<file path="config.mk">
export PLATFORM = sky130hd
export DESIGN_NAME = prbs_burst_ctrl
export DESIGN_NICKNAME = d
export VERILOG_FILES = /design/src/rtl/prbs_pkg.sv /design/src/rtl/sym_tick_div.sv /design/src/rtl/prbs_burst_ctrl.sv
export SDC_FILE = /design/constraint.sdc
export NUM_CORES = 1
export LEC_CHECK = 0
export BUFFER_PORTS_ARGS = -buffer_cell sky130_fd_sc_hd__buf_2
export CORE_MARGIN = 10
export CORE_UTILIZATION = 35
export DETAILED_ROUTE_END_ITERATION = 10
export HOLD_SLACK_MARGIN = 0.02
export PLACE_DENSITY_LB_ADDON = 0.05
export SETUP_SLACK_MARGIN = 0.5
export SLEW_MARGIN = 20
export SYNTH_ARGS = -nofsm -noshare
export SYNTH_HDL_FRONTEND = slang
export SYNTH_SLANG_ARGS = --single-unit
</file>
<file path="constraint.sdc">
create_clock -name clk -period 3.46 [get_ports clk]
set_input_delay 0.865 -clock clk [delete_from_list [all_inputs] [get_ports clk]]
set_output_delay 0.865 -clock clk [all_outputs]
set_load 0.01 [all_outputs]
</file>
<file path="src/rtl/prbs_pkg.sv">
// Shared types and default constants for the PRBS burst sequencer.
package prbs_pkg;

    typedef enum logic [1:0] {
        IDLE = 2'd0,
        PRE  = 2'd1,
        PAY  = 2'd2,
        GAP  = 2'd3
    } burst_state_e;

    localparam int DEF_OS      = 4;
    localparam int DEF_PRE_LEN = 8;
    localparam int DEF_LEN_W   = 16;

    localparam logic [4:0] PRBS5_SEED = 5'b00001;

endpackage

</file>
<file path="src/rtl/sym_tick_div.sv">
// Symbol-period divider: counts 0..OS-1 while enabled and flags the last cycle.
module sym_tick_div #(
    parameter int OS = 4
) (
    input  logic clk,
    input  logic rst,
    input  logic clr,
    input  logic en,
    output logic tick
);

    localparam int DIV_W = $clog2(OS);
    localparam logic [DIV_W-1:0] DIV_LAST = DIV_W'(OS - 1);

    logic [DIV_W-1:0] div_r;

    assign tick = (div_r == DIV_LAST);

    // Divider counter; clear has priority so a new burst always starts at phase 0
    always_ff @(posedge clk or posedge rst) begin
        if (rst) begin
            div_r <= {DIV_W{1'b0}};
        end else if (clr) begin
            div_r <= {DIV_W{1'b0}};
        end else if (en) begin
            if (tick) begin
                div_r <= {DIV_W{1'b0}};
            end else begin
                div_r <= div_r + DIV_W'(1);
            end
        end else begin
            div_r <= div_r;
        end
    end

endmodule

</file>
<file path="src/rtl/prbs_burst_ctrl.sv">
// Burst framing for the PRBS5 test-pattern generator: preamble, payload, gap,
// one symbol per OS clocks, with one-shot, continuous and abort control.
module prbs_burst_ctrl
    import prbs_pkg::*;
#(
    parameter int OS      = DEF_OS,
    parameter int PRE_LEN = DEF_PRE_LEN,
    parameter int LEN_W   = DEF_LEN_W
) (
    input  logic             clk,
    input  logic             rst,
    input  logic             i_start,
    input  logic             i_abort,
    input  logic             i_continuous,
    input  logic [LEN_W-1:0] i_burst_len,
    input  logic [LEN_W-1:0] i_gap_len,
    input  logic             i_prbs,
    output logic             o_gen_en,
    output logic             o_sym,
    output logic             o_sym_valid,
    output logic             o_sym_is_pre,
    output logic             o_busy,
    output logic             o_done,
    output logic [LEN_W-1:0] o_sym_cnt
);

    localparam logic [LEN_W-1:0] LEN_ZERO = {LEN_W{1'b0}};
    localparam logic [LEN_W-1:0] LEN_ONE  = LEN_W'(1);
    localparam logic [LEN_W-1:0] PRE_LAST = LEN_W'(PRE_LEN - 1);

    burst_state_e     state_r;
    burst_state_e     eob_state_s;
    burst_state_e     pre_next_s;
    burst_state_e     pay_next_s;
    logic [LEN_W-1:0] sym_cnt_r;
    logic [LEN_W-1:0] burst_len_r;
    logic [LEN_W-1:0] gap_len_r;
    logic             continuous_r;
    logic             tick_s;
    logic             start_ok_s;
    logic             div_clr_s;
    logic             div_en_s;

    assign start_ok_s = (state_r == IDLE) && i_start && !i_abort;
    assign div_clr_s  = i_abort || start_ok_s;
    assign div_en_s   = (state_r != IDLE);

    sym_tick_div #(
        .OS (OS)
    ) u_div (
        .clk  (clk),
        .rst  (rst),
        .clr  (div_clr_s),
        .en   (div_en_s),
        .tick (tick_s)
    );

    // Generator enable is decoded from registers only so it never sees input glitches
    assign o_gen_en  = tick_s && (state_r == PAY);
    assign o_busy    = (state_r != IDLE);
    assign o_sym_cnt = sym_cnt_r;

    // Phase successors; empty phases are skipped straight to end-of-burst
    always_comb begin
        if (continuous_r) begin
            eob_state_s = PRE;
        end else begin
            eob_state_s = IDLE;
        end
        if (burst_len_r != LEN_ZERO) begin
            pre_next_s = PAY;
        end else if (gap_len_r != LEN_ZERO) begin
            pre_next_s = GAP;
        end else begin
            pre_next_s = eob_state_s;
        end
        if (gap_len_r != LEN_ZERO) begin
            pay_next_s = GAP;
        end else begin
            pay_next_s = eob_state_s;
        end
    end

    // Sequencer: phase state, symbol count, latched settings and symbol outputs
    always_ff @(posedge clk or posedge rst) begin
        if (rst) begin
            state_r      <= IDLE;
            sym_cnt_r    <= LEN_ZERO;
            burst_len_r  <= LEN_ZERO;
            gap_len_r    <= LEN_ZERO;
            continuous_r <= 1'b0;
            o_sym        <= 1'b0;
            o_sym_valid  <= 1'b0;
            o_sym_is_pre <= 1'b0;
            o_done       <= 1'b0;
        end else begin
            o_sym_valid <= 1'b0;
            o_done      <= 1'b0;
            if (i_abort && (state_r != IDLE)) begin
                state_r      <= IDLE;
                sym_cnt_r    <= LEN_ZERO;
                o_sym        <= 1'b0;
                o_sym_is_pre <= 1'b0;
            end else begin
                case (state_r)
                    IDLE: begin
                        if (start_ok_s) begin
                            burst_len_r  <= i_burst_len;
                            gap_len_r    <= i_gap_len;
                            continuous_r <= i_continuous;
                            sym_cnt_r    <= LEN_ZERO;
                            state_r      <= PRE;
                        end
                    end
                    PRE: begin
                        if (tick_s) begin
                            o_sym        <= ~sym_cnt_r[0];
                            o_sym_valid  <= 1'b1;
                            o_sym_is_pre <= 1'b1;
                            if (sym_cnt_r == PRE_LAST) begin
                                state_r   <= pre_next_s;
                                sym_cnt_r <= LEN_ZERO;
                                o_done    <= (pre_next_s == IDLE);
                            end else begin
                                sym_cnt_r <= sym_cnt_r + LEN_ONE;
                            end
                        end
                    end
                    PAY: begin
                        if (tick_s) begin
                            o_sym        <= i_prbs;
                            o_sym_valid  <= 1'b1;
                            o_sym_is_pre <= 1'b0;
                            if (sym_cnt_r == burst_len_r - LEN_ONE) begin
                                state_r   <= pay_next_s;
                                sym_cnt_r <= LEN_ZERO;
                                o_done    <= (pay_next_s == IDLE);
                            end else begin
                                sym_cnt_r <= sym_cnt_r + LEN_ONE;
                            end
                        end
                    end
                    GAP: begin
                        o_sym <= 1'b0;
                        if (tick_s) begin
                            if (sym_cnt_r == gap_len_r - LEN_ONE) begin
                                state_r   <= eob_state_s;
                                sym_cnt_r <= LEN_ZERO;
                                o_done    <= !continuous_r;
                            end else begin
                                sym_cnt_r <= sym_cnt_r + LEN_ONE;
                            end
                        end
                    end
                    default: begin
                        state_r   <= IDLE;
                        sym_cnt_r <= LEN_ZERO;
                    end
                endcase
            end
        end
    end

endmodule

</file>
==> results list, run 1 <==
- Number of enable flip-flop cells after synthesis: 0
- Number of antenna violations at the first check in global routing: 0
- The total area inside the core boundary comes to 10940 um2.
- Synth async-reset ratio: 100.0%
- Once placement finished, the instance area stood at 4514 um2.
* Switching power total: 0.001569 W
* Number of standard cells after synthesis: 424
- The worst pin sits at a relative slew slack of 48.62%.
- Data on the critical path arrives at its endpoint at 3.44 ns.
- TritonCTS built the clock tree.
- After clock tree synthesis, the clock-pin slew on the worst setup and hold paths is 0.05 ns.
* Area of the die: 15900 um2
* Crit Path Category: register to register
* Final hold violations: 0
* Endpoint required time on the critical path: 3.67 ns
- Unrepaired setup endpoints after global routing: true
- Detailed routing inserted a total of 3619 vias.
- CTS Hold Buffers Added: 0
- Number of flip-flops and latches in the synthesized netlist: 57
- Counting I/O delays and the setup requirement, the final critical path takes 3.228 ns.
- In this run the worst path has a maximum fanout of 7.
- For this configuration, the core starts out at a cell density of 36.03%.
* Die extent in x: 126.1 um
- Antenna viol nets, final: 0
* Number of distinct library cells after synthesis: 66
* Detail Placement HPWL: 8900 um
* Port-buffer cells: 59
- The filler cells instantiated in the layout total 1095.
* Routability cong.: 0.8802
* Fin. max-slew vios: 0
* Final worst-path cycle share: 93.30%
* Relative contribution of sequential cells to total power: 31.0%
* # nets final: 547
- Total global routing track utilization: 14.99%
- The H-tree was split into 3 levels.
* Max cap viols: 0
* Clock share of power: 22.1%
- Dividing total power by cell area gives a power density of 776.7 nW/um2.
- Transition at the pin with the smallest max-transition slack: 0.7641 ns
* Share of cells above drive strength 1: 37.82%
* Global-route wire length before repair: 19530 um
- After routing, the total negative slack on setup checks comes to 0 ns.
- Top-area cell type share of the netlist area: 36.20%
- Summing all non-filler instances in the final layout gives an area of 5065 um2.
- The repair_antennas step left the layout with diodes totalling 0.
- The tightest min-delay check is of the register to register type.
* Number of global-route vias before repair: 3590
- The first detailed-routing pass ran for 5 iterations.
* # setup viols final: 0
* Mean routed wirelength per cell: 18.70 um
- Combinational fraction of design power: 46.8%
* Clk sink count: 57
- Total CTS buffers: 9
- Entering global routing, the biggest net connects 34 pins.
* Max clock buf depth: 2
- Derived from the worst setup path, the maximum achievable clock frequency is 309.8 MHz.
* Y dimension of the die: 126.1 um
* Synthesized Nets: 471
- Number of DRC markers after the initial detailed-route iteration: 291
- Internal power: 0.002365 W
- Top-count cell post-synth: dfrtp_1
- After synthesis, the mean cell area works out to 9.293 um2.
- Clock Root Buffer: clkbuf_16
- Layout area overhead: 28.55%
- Via density per instance: 5.611
* Run status: completed
- For this run, design rule violations remaining after detail routing come to 0.
- Startpoint class of the critical path: register
- Switching share of power: 39.88%
- Sequential cells were found to cover 36.20% of the synthesized design area.
* Maximum clock skew at final layout: 0.004771 ns
- Yosys top cell by area: dfrtp_1
- IR Drop Worst-Case VDD: 0.5201 mV
- By area the synthesized netlist is led by dfrtp_1 36%, mux2_2 9.7%, xnor2_1 4.4%.
- Top cell types by occurrence after synthesis: 57 x dfrtp_1, 34 x mux2_2, 26 x a21oi_1, 26 x nor2_1, 25 x clkbuf_1
- For this block, the routed nets add up to 12060 um of wire.
- Number of rows created at floorplan: 38
- Number of top-level design ports: 60
- The worst setup path is captured at a register.
- The cell area that synthesis handed to floorplanning was 3940 um2.
* Count of yosys warnings during synthesis: 0
- Summed over all cells, the static leakage comes to 2.212 nW.
* Clk_lat worst skew: 0.33 ns
* Total global routing overflow: 0
- Most used flip-flop cell after synthesis: dfrtp_1
==> worst max-delay path: stages (launching register included) <==
cell and delay, ns:
dfrtp_2 0.42, inv_4 0.04, ha_4 0.26, xor2_1 0.17, o211ai_1 0.11, or4_1 0.47, or4_1 0.40, or4_4 0.53
a21oi_4 0.19, a21oi_4 0.11, buf_4 0.16, mux2_2 0.26
==> power by group through the flow <==
stage / registers (W) / clock network [W] / logic, W
after global placement: 0.00123 / 0 / 0.00160
final: 0.00122 / 0.000870 / 0.00184
after floorplan: 0.00112 / 0 / 0.00131
after detailed placement: 0.00123 / 0 / 0.00161
after CTS: 0.00122 / 0.000894 / 0.00176
after global routing: 0.00126 / 0.000922 / 0.00204
==> through the flow <==
step                setup slack, ns  instances  hold WS [ns]  power (W)  util (%)
global placement             0.1567        615        0.4855   0.002825     41.28
detailed placement           0.1168        615        0.5139   0.002843     41.28
CTS                          0.2741        640        0.5257   0.003876     45.41
global route                 0.1235        645        0.5276   0.004222     46.32
finish                       0.2317        645        0.5265   0.003934     46.32
floorplan                    0.1044        424        0.4921   0.002424         -
==> area by class of cell <==
class	count	area, um2	area share, %
repair buffers	100	633.1	12.50
clock buffers	14	284.0	5.608
well taps	140	175.2	3.458
clock inverters	2	10.01	0.1976
multi-input cells	316	2469	48.74
inverters	16	62.56	1.235
flip-flops and latches	57	1431	28.26
==> timing repair <==
action / CTS / global route
pin swaps: 10 / 5
setup buffers: 9 / 4
endpoints found under the setup margin: 19 / 19
gates resized for setup: 16 / 13
cloned: 0 / 1
==> cell usage in the layout, fill, tap and decap left out, drive strengths merged, types with 3 or more instances in the layout <==
cell    count
nor2       26
o22ai       3
nand3       9
nor2b       5
or4        10
buf       100
a31oi      14
nand4       5
inv        16
xnor2      20
nor3       20
mux2       34
nand2b     13
clkbuf     14
o21ai       9
a21oi      27
xor2       11
dfrtp      57
ha          9
nand2      14
o211ai      5
nand4b      3
nor4        9
or3         5
and3       13
o31ai       7
==> layer usage <==
metal	part of all wire, %	track usage (%)	routed length, um	vias up
met5	0	0	0	-
met4	1.1	4.153	136	0
met3	5.6	4.027	679	12
met2	44	21.92	5323	111
met1	49	21.10	5920	1778
li1	-	-	-	1718
==> final timing paths <==
| path | from | endpoint | slack [ns] | cells after the start |
|---|---|---|---|---|
| hold reg to reg | o_sym | o_sym | 0.53 | 2 |
| hold / removal | o_sym | o_sym | 0.53 | 2 |
| max in group asynchronous | rst | o_sym_cnt[3] | 2.23 | 3 |
| min in group asynchronous | rst | gap_len_r[3] | 0.63 | 2 |
| setup / recovery | gap_len_r[0] | o_sym_cnt[0] | 0.23 | 11 |
| setup reg to reg | gap_len_r[0] | o_sym_cnt[0] | 0.23 | 11 |
==> state kept, by name, indices dropped and copies added, names as in the netlist <==
register / flops
o_sym_is_pre: 1
continuous_r: 1
o_done: 1
burst_len_r: 16
u_div.div_r: 2
o_sym_valid: 1
state_r: 2
gap_len_r: 16
o_sym: 1
o_sym_cnt: 16
==> cell families (layout without fill, tap and decap cells) <==
logic type / Yosys count / in the layout / synth area share [%]
adders and majority gates: 9 / 9 / 2.858
xor gates and xnor gates: 31 / 31 / 6.891
DFF: 57 / 57 / 36.20
AOI/OAI and AO/OA: 97 / 97 / 16.86
buffers and inverters: 51 / 132 / 5.938
muxes: 36 / 36 / 10.23
and+or+nand+nor: 143 / 143 / 21.02
(Power assumes the default switching activity.)
==> run 2: changes to the inputs <==
--- a/config.mk
+++ b/config.mk
@@ -9,8 +9,8 @@
 export CORE_MARGIN = 10
 export CORE_UTILIZATION = 35
 export DETAILED_ROUTE_END_ITERATION = 10
+export GPL_ROUTABILITY_DRIVEN = 0
 export HOLD_SLACK_MARGIN = 0.02
-export PLACE_DENSITY_LB_ADDON = 0.05
 export SETUP_SLACK_MARGIN = 0.5
 export SLEW_MARGIN = 20
 export SYNTH_ARGS = -nofsm -noshare
==> run 2 against run 1 <==
Against the previous run: core utilization down 1.1 points; non-clock buffer count down 4; sequential power about the same; global-route usage down 0.83 points; critical path type unchanged; largest cell class unchanged; largest power group unchanged.
==> results list, run 2 (same netlist as run 1, synthesis figures left out) <==
- Final worst-path cycle share: 94.00% (was 93.30%)
- The filler cell count in the final layout is 1053 (was 1095).
- Share of cells above drive strength 1: 35.07% (was 37.82%)
- Layout area overhead: 25.60% (was 28.55%)
- The cell area power density is 769.2 nW/um2 (was 776.7 nW/um2).
- IR Drop Worst-Case VDD: 0.4041 mV (was 0.5201 mV)
* Crit Path Category: register to register (unchanged)
- Most common cell after layout, fill and taps aside: buf_2 (unchanged)
- Wire length reported by the detailed router: 11490 um (was 12060 um)
* Number of DRC markers after the initial detailed-route iteration: 289 (was 291)
- Crit path cell chain: buf_6 > nor4_4 > a22oi_1 > or4_1 > or4_1 > or4_4 > a21oi_4 > a21oi_4 > and3_1 > a221o_1 (was inv_4 > ha_4 > xor2_1 > o211ai_1 > or4_1 > or4_1 > or4_4 > a21oi_4 > a21oi_4 > buf_4 > mux2_2).
- The later-pin clock latency in the skew report was 0.34 ns (was 0.33 ns).
* Kind of path behind the tightest hold check: register to register (unchanged)
- The highest net fanout along the worst path is 7 (unchanged).
* TritonCTS clock tree: done (unchanged)
- Antenna viol nets, final: 0 (unchanged)
- Kind of end point of the critical path: register (unchanged)
* Internal power: 0.002282 W (was 0.002365 W)
* Endpoint arrival time on the critical path: 3.47 ns (was 3.44 ns)
- Placed Cells incl. Taps: 612 (was 615)
- Final Non-Filler Cells: 639 (was 645)
* # setup viols final: 0 (unchanged)
* Normalized max-slew margin: 36.79% (was 48.62%)
- The vertical die dimension is 126.1 um (unchanged).
- The worst path buffer plus inverter count came to 1 (was 2).
* Peak Freq: 307.5 MHz (was 309.8 MHz)
- Endpoint required time on the critical path: 3.68 ns (was 3.67 ns)
- Maximum clock skew at final layout: 0.007335 ns (was 0.004771 ns)
* Combinational fraction of design power: 46.2% (was 46.8%)
* Number of antenna violations at the first check in global routing: 0 (unchanged)
- Largest net degree at the start of global routing: 34 (unchanged)
* Final hold violations: 0 (unchanged)
- The switching portion of total power came to 40.05% (was 39.88%).
- Via density per instance: 5.640 (was 5.611)
- H-tree depth reported by CTS: 3 (unchanged)
- Critical path's slowest cell: or4_4 (unchanged)
- The number of vias after detailed routing came to 3604 (was 3619).
- The deepest clock path buffer count came to 2 (unchanged).
- Family with the most delay on the worst path: simple AND/OR/NAND/NOR gates (unchanged)
- Total global routing track utilization: 14.16% (was 14.99%)
- The setup slack on the worst flop-to-flop path was 0.21 ns (was 0.23 ns).
- The total power was 0.003806 W (was 0.003934 W).
- The sum of overflow across all layers after global routing came to 0 (unchanged).
* Number of rows created at floorplan: 38 (unchanged)
- Number of top-level design ports: 60 (unchanged)
- The final setup TNS is 0 ns (unchanged).
* Stage delay of the slowest cell on the critical path: 0.53 ns (about the same)
- The number of buffers inserted during clock tree synthesis was 9 (unchanged).
- Clock transition at the register clock pins on the worst setup and hold paths after CTS: 0.05 ns (about the same)
- Number of global-route vias before repair: 3586 (was 3590)
- DRC: 0 (unchanged)
* Max cap viols: 0 (unchanged)
- Switching power total: 0.001525 W (was 0.001569 W)
- Starting density of the core: 36.03% (unchanged)
* Min Clock Period, post-route: 3.253 ns (was 3.228 ns)
- Area of the die: 15900 um2 (unchanged)
- The fraction of power consumed by sequential logic came to 32.6% (was 31.0%).
- The root buffer selected by CTS is clkbuf_16 (unchanged).
- The startpoint type of the worst setup path is a register (unchanged).
- Mean routed wirelength per cell: 17.99 um (was 18.70 um)
- Die extent in x: 126.1 um (unchanged)
* Port-buffer cells: 59 (unchanged)
* Highest-count cells in the layout ignoring fill and taps: 60 x buf_2, 56 x dfrtp_1, 34 x mux2_2, 30 x buf_4, 26 x nor2_1 (was 60 x buf_2, 53 x dfrtp_1, 36 x buf_4, 34 x mux2_2, 26 x nor2_1)
- The HPWL after detailed placement was 8564 um (was 8900 um).
* Unrepaired setup endpoints after global routing: true (unchanged)
- The core region area was 10940 um2 (unchanged).
* Number of detailed-route iterations in the first pass: 5 (unchanged)
- # diodes: 0 (unchanged)
* LEAKAGE: 2.170 nW (was 2.212 nW)
* Transition at the pin with the smallest max-transition slack: 0.9401 ns (was 0.7641 ns)
- Run status: completed (unchanged)
* # nets final: 543 (was 547)
* Clk sink count: 57 (unchanged)
- The clock network fraction of design power is 21.1% (was 22.1%).
* Fin. max-slew vios: 0 (unchanged)
- Global-route wire length before repair: 18420 um (was 19530 um)
-- run 2: cell count changes in the layout (fill, tap and decap cells not counted), moves of 2 or more --
| cell | delta |
|---|---|
| buf_4 | -6 |
| buf_6 | +4 |
| dfrtp_1 | +3 |
| dfrtp_2 | -3 |
| buf_12 | -2 |
| clkbuf_1 | +2 |
| clkbuf_8 | -2 |
| clkinv_2 | -2 |
-- run 2: final timing paths --
path / from / endpoint / depth (start not counted)
min in group asynchronous: rst / burst_len_r[14] / 2
min reg2reg: o_sym / o_sym / 2
max in group asynchronous: rst / o_sym_cnt[15] / 3
max: gap_len_r[0] / o_sym_cnt[15] / 10
max reg2reg: gap_len_r[0] / o_sym_cnt[15] / 10
min: o_sym / o_sym / 2
-- run 2: repair_timing --
action / 4_1_cts / 5_1_grt
setup endpoints to repair: 19 / 19
gates resized for setup: 12 / 13
buffers inserted: 7 / 4
hold endpoints to repair: 0 / 0
hold buffers: 0 / 0
pin swaps: 6 / 5
cloned: 1 / 1
-- run 2: worst register-to-register path: stages, from the launching register on --
cell and delay [ns]:
dfrtp_1 0.41, buf_6 0.15, nor4_4 0.28, a22oi_1 0.14, or4_1 0.51, or4_1 0.40
or4_4 0.53, a21oi_4 0.17, a21oi_4 0.11, and3_1 0.19, a221o_1 0.25
-- run 2: through the flow --
| step | hold slack, ns | setup slack, ns | utilization, % | instance area, um2 |
|---|---|---|---|---|
| after floorplan | 0.4921 | 0.1044 | - | 4013 |
| after global placement | 0.4885 | 0.1961 | 40.96 | 4479 |
| after detailed placement | 0.5082 | 0.1365 | 40.96 | 4479 |
| after CTS | 0.5187 | 0.2590 | 44.43 | 4858 |
| after global routing | 0.5366 | 0.08768 | 45.25 | 4949 |
| final | 0.5086 | 0.2075 | 45.25 | 4949 |
-- run 2: power by group through the flow --
stage	Clock [W]	Combinational, W	Sequential (W)
global route	0.000853	0.00193	0.00128
CTS	0.000827	0.00168	0.00123
floorplan	0	0.00131	0.00112
finish	0.000805	0.00176	0.00124
global placement	0	0.00156	0.00122
detailed placement	0	0.00159	0.00124
-- run 2: cell type report --
| class | instances | area, um2 | area share [%] |
|---|---|---|---|
| Multi-Input combinational cell | 316 | 2426 | 49.03 |
| Sequential cell | 57 | 1428 | 28.85 |
| Timing Repair Buffer | 96 | 593.1 | 11.98 |
| Clock buffer | 14 | 264.0 | 5.335 |
| Tap cell | 140 | 175.2 | 3.540 |
| Inverter | 16 | 62.56 | 1.264 |
-- run 2: routing by layer --
metal / up-vias / wire length, um / track usage (%)
met5: - / 0 / 0
met4: 0 / 210 / 5.157
met3: 24 / 878 / 4.992
met2: 126 / 5270 / 22.11
met1: 1745 / 5134 / 17.61
li1: 1709 / - / -
